### src/rtl/flag_ctrl.sv
// Live C/Z status flags for the RAT CPU with a LIFO shadow stack that saves
// the flags on interrupt entry and restores them on RETIE, plus branch decode.
module flag_ctrl #(
  parameter int DEPTH = 4
) (
  input  logic                         clk,
  input  logic                         RST_N,
  input  logic                         C_IN,
  input  logic                         Z_IN,
  input  logic                         FLG_C_LD,
  input  logic                         FLG_Z_LD,
  input  logic                         FLG_C_SET,
  input  logic                         FLG_C_CLR,
  input  logic                         FLG_SAVE,
  input  logic                         FLG_RESTORE,
  input  logic [2:0]                   BR_COND,
  output logic                         C_FLAG,
  output logic                         Z_FLAG,
  output logic                         BR_TAKE,
  output logic [$clog2(DEPTH+1)-1:0]   SHAD_DEPTH,
  output logic                         SHAD_FULL,
  output logic                         SHAD_EMPTY,
  output logic                         SHAD_ERR
);

  localparam int DW = $clog2(DEPTH + 1);
  localparam int AW = (DEPTH > 1) ? $clog2(DEPTH) : 1;
  localparam logic [DW-1:0] DEPTH_V = DW'(DEPTH);

  // Each entry packs {C,Z}.
  logic [1:0]    stack_q [DEPTH];
  logic [DW-1:0] depth_q;
  logic          c_q, z_q, err_q;

  logic          full, empty;
  logic          do_save, do_restore, err_evt;
  logic [AW-1:0] push_idx, pop_idx;
  logic [1:0]    pop_val;
  logic          c_nxt, z_nxt;

  assign full  = (depth_q == DEPTH_V);
  assign empty = (depth_q == '0);

  assign do_save    = FLG_SAVE & ~FLG_RESTORE & ~full;
  assign do_restore = FLG_RESTORE & ~FLG_SAVE & ~empty;
  assign err_evt    = (FLG_SAVE & FLG_RESTORE)
                    | (FLG_SAVE & ~FLG_RESTORE & full)
                    | (FLG_RESTORE & ~FLG_SAVE & empty);

  // Index is only used when the push/pop is legal, so truncation is safe.
  assign push_idx = AW'(depth_q);
  assign pop_idx  = AW'(depth_q - DW'(1));
  assign pop_val  = stack_q[pop_idx];

  always_comb begin
    c_nxt = c_q;
    z_nxt = z_q;
    if (do_restore) begin
      c_nxt = pop_val[1];
      z_nxt = pop_val[0];
    end else begin
      if (FLG_C_CLR)      c_nxt = 1'b0;
      else if (FLG_C_SET) c_nxt = 1'b1;
      else if (FLG_C_LD)  c_nxt = C_IN;
      if (FLG_Z_LD)       z_nxt = Z_IN;
    end
  end

  always_ff @(posedge clk) begin
    if (!RST_N) begin
      c_q     <= 1'b0;
      z_q     <= 1'b0;
      err_q   <= 1'b0;
      depth_q <= '0;
      for (int i = 0; i < DEPTH; i++) stack_q[i] <= 2'b00;
    end else begin
      c_q <= c_nxt;
      z_q <= z_nxt;
      if (err_evt) err_q <= 1'b1;
      if (do_save) begin
        // Saved value is the pre-edge flag state, not this cycle's loads.
        stack_q[push_idx] <= {c_q, z_q};
        depth_q           <= depth_q + DW'(1);
      end else if (do_restore) begin
        depth_q <= depth_q - DW'(1);
      end
    end
  end

  always_comb begin
    BR_TAKE = 1'b0;
    case (BR_COND)
      3'b000:  BR_TAKE = 1'b1;
      3'b001:  BR_TAKE = z_q;
      3'b010:  BR_TAKE = ~z_q;
      3'b011:  BR_TAKE = c_q;
      3'b100:  BR_TAKE = ~c_q;
      default: BR_TAKE = 1'b0;
    endcase
  end

  assign C_FLAG     = c_q;
  assign Z_FLAG     = z_q;
  assign SHAD_DEPTH = depth_q;
  assign SHAD_FULL  = full;
  assign SHAD_EMPTY = empty;
  assign SHAD_ERR   = err_q;

endmodule

### config.mk
export PLATFORM = sky130hd
export DESIGN_NAME = flag_ctrl
export DESIGN_NICKNAME = d
export VERILOG_FILES = /design/src/rtl/flag_ctrl.sv
export SDC_FILE = /design/constraint.sdc
export NUM_CORES = 1
export LEC_CHECK = 0
export ABC_CLOCK_PERIOD_IN_PS = 1550
export BUFFER_PORTS_ARGS = -buffer_cell sky130_fd_sc_hd__buf_2
export CORE_ASPECT_RATIO = 1.25
export CORE_MARGIN = 10
export CORE_UTILIZATION = 44
export DETAILED_ROUTE_END_ITERATION = 12
export PLACE_DENSITY = 0.72
export SYNTH_ARGS = -nofsm -noshare
export SYNTH_HDL_FRONTEND = slang
export SYNTH_SLANG_ARGS = --single-unit
### constraint.sdc
create_clock -name clk -period 1.55 [get_ports clk]
set_input_delay 0.31 -clock clk [delete_from_list [all_inputs] [get_ports clk]]
set_output_delay 0.31 -clock clk [all_outputs]
set_load 0.02 [all_outputs]
==> flow_summary.ini <==
[run_status]
status = finished, final reports clean

[setup_path]
critPathLaunchType = flip-flop
r2r_cells = 6
rrSetupSlack_ns = 0.08
critical_path.max_fanout = 5
worstPathArrival_ns = 1.21
critPathKind = reg -> out
end_kind = primary output
required_ns = 1.24

[placement]
dp_hpwl_mm = 1.51
io_buffer_count = 21
dp_cells = 114
place_area_um2 = 962
place_congestion = 0.801

[clock_network]
clk_pin_slew_ns = 0.09
insertion_delay_ns = 0.28
cts_max_level = 1
clock_sinks = 14
cts_made_buffers = 3
clock-root-buffer = clkbuf_4
cts_buffer_depth = 2
cts_tree = yes

[die]
die_w_um = 57.3
io_pins = 22
start_util_pct = 47.9
num_rows = 16
core_area_mm2 = 0.00160
die_area_mm2 = 0.00382
die_h_um = 66.7

[sta]
setup_violations = 0
skew_ns = 0.00209
worstMarginPinSlew_ns = 0.306
rsz0062_at_grt = yes
relSlewSlack_pct = 79.6
finalHoldViolCount = 0
max_freq_mhz = 656
drv_slew = 0
period_needed_ns = 1.52
min_period_over_period_pct = 98.3

[final_layout]
fin_nets = 118
mostFrequentLayoutCell = buf_2
synthToLayoutAreaGrowth_pct = 36.2
antenna-diode-count = 0
drive_above_1_share_pct = 50.5
layout.cells.non_filler = 119
final_cell_mix = buf_2, edfxtp_1, nand2_1, buf_4, nor2_1
postLayoutCellArea_mm2 = 0.00104

[yosys]
synth_edf_count = 8
synth_cells = 73
async_flop_share_pct = 0
yosys_warnings = 0
ys_types = 29
synth_nets = 89
seq_area_frac_synth_pct = 47.0
ys_seq_elements = 14
post_synth.cell_area_avg_um2 = 10.5
synth-main-ff-cell = edfxtp_1
syn_area_um2 = 767

[grt]
track_usage_pct = 10.8
grt_pass1_wl_mm = 3.38
grt_max_degree = 12
antenna_found_initial = 0
overflow = 0
grt_pass1_vias = 694

[job]
cap_viol_max_count = 0

[detailed_routing]
drt-pass1-iter-count = 4
route.detailed.drc = 0
finalWirelength_mm = 1.95
viasPerCell = 5.60
avgRoutedWirePerCell_um = 16.3
drtAntennaViolNets = 0
first_iter_violations = 33
dr_total_vias = 666

[power_and_ir_drop]
p_total_mw = 0.981
cellPowerDensity_mw_per_mm2 = 939
power.leakage_nw = 0.463
ir_drop_uv = 639

[hold_path]
holdPathStages = 2
worstHoldPathType = in -> reg
[cell families (layout without fill, tap and decap cells)]
logic type	count (synthesis)	count (layout)	share of synthesized area, %
fa+ha+maj	3	3	4.89
flops	14	14	47.0
mux	6	6	11.3
compound gates	13	13	12.2
simple gates	29	29	20.4
buf+inv	8	36	4.24
[critical path, stage by stage (launching register included)]
cell and delay (ns):
dfxtp_4 0.37, inv_6 0.08, ha_4 0.14, nor2b_4 0.18
buf_4 0.16
[metal layers]
layer  GRT usage (%)  routed length, um  share of wire (%)  up-vias
li1                -                  -                  -      326
met1            11.6                738                 38      315
met2            18.0               1010                 52       21
met3            4.36                169                8.7        4
met4            5.29                 30                1.5        0
met5               0                  0                  0        -
[timing repair]
action / CTS / global route
resized for setup: 1 / 12
pin swaps: 0 / 6
buffers inserted: 0 / 1
hold buffers: 0 / 0
setup endpoints to repair: 1 / 13
[Yosys cell counts (2+ instances only)]
master / number / share of area [%]
nand2_1: 7 / 3.4
buf_2: 2 / 1.3
nor2_1: 6 / 2.9
inv_1: 6 / 2.9
ha_1: 3 / 4.9
mux4_2: 2 / 5.9
nor3_1: 2 / 1.3
dfxtp_1: 6 / 16
o31ai_1: 2 / 2.0
edfxtp_1: 8 / 31
nand3_1: 6 / 3.9
mux2i_1: 3 / 3.9
o21ai_0: 4 / 2.6
[metrics by stage]
stage	util [%]	worst slack (ns)	hold slack, ns	setup TNS, ns
final	65.2	0.0260	0.196	0
after CTS	61.8	0.0169	0.198	0
after global routing	65.2	-0.0118	0.200	-0.0132
after floorplan	-	-0.0290	0.415	-0.181
after global placement	60.1	0.129	0.484	0
after detailed placement	60.1	0.0797	0.481	0
[where the power goes]
group	leakage [nW]	internal (mW)	switching, mW
sequential	0.135	0.421	0.0228
combinational	0.313	0.142	0.175
clock	0.0154	0.0936	0.127
total	0.463	0.657	0.324
[state kept, by name (all words and copies together), names as in the netlist]
| register | count |
|---|---|
| C_FLAG | 1 |
| SHAD_DEPTH | 3 |
| SHAD_ERR | 1 |
| Z_FLAG | 1 |
| stack_q | 8 |
[worst paths after layout]
| path | from | to |
|---|---|---|
| worst max-delay path | SHAD_DEPTH[0] | SHAD_EMPTY |
| worst min-delay path | FLG_C_CLR | C_FLAG |
| worst max register to register | SHAD_DEPTH[0] | stack_q[0][0] |
| worst min register to register | SHAD_ERR | SHAD_ERR |
[final cells by class]
type | count | area [um2]
flip-flops and latches | 14 | 372
multi-input cells | 51 | 452
fillers | 142 | 557
inverters | 6 | 27.5
clock inverters | 1 | 3.75
well taps | 18 | 22.5
clock buffers | 3 | 22.5
repair buffers | 26 | 145
(Power assumes the default switching activity.)
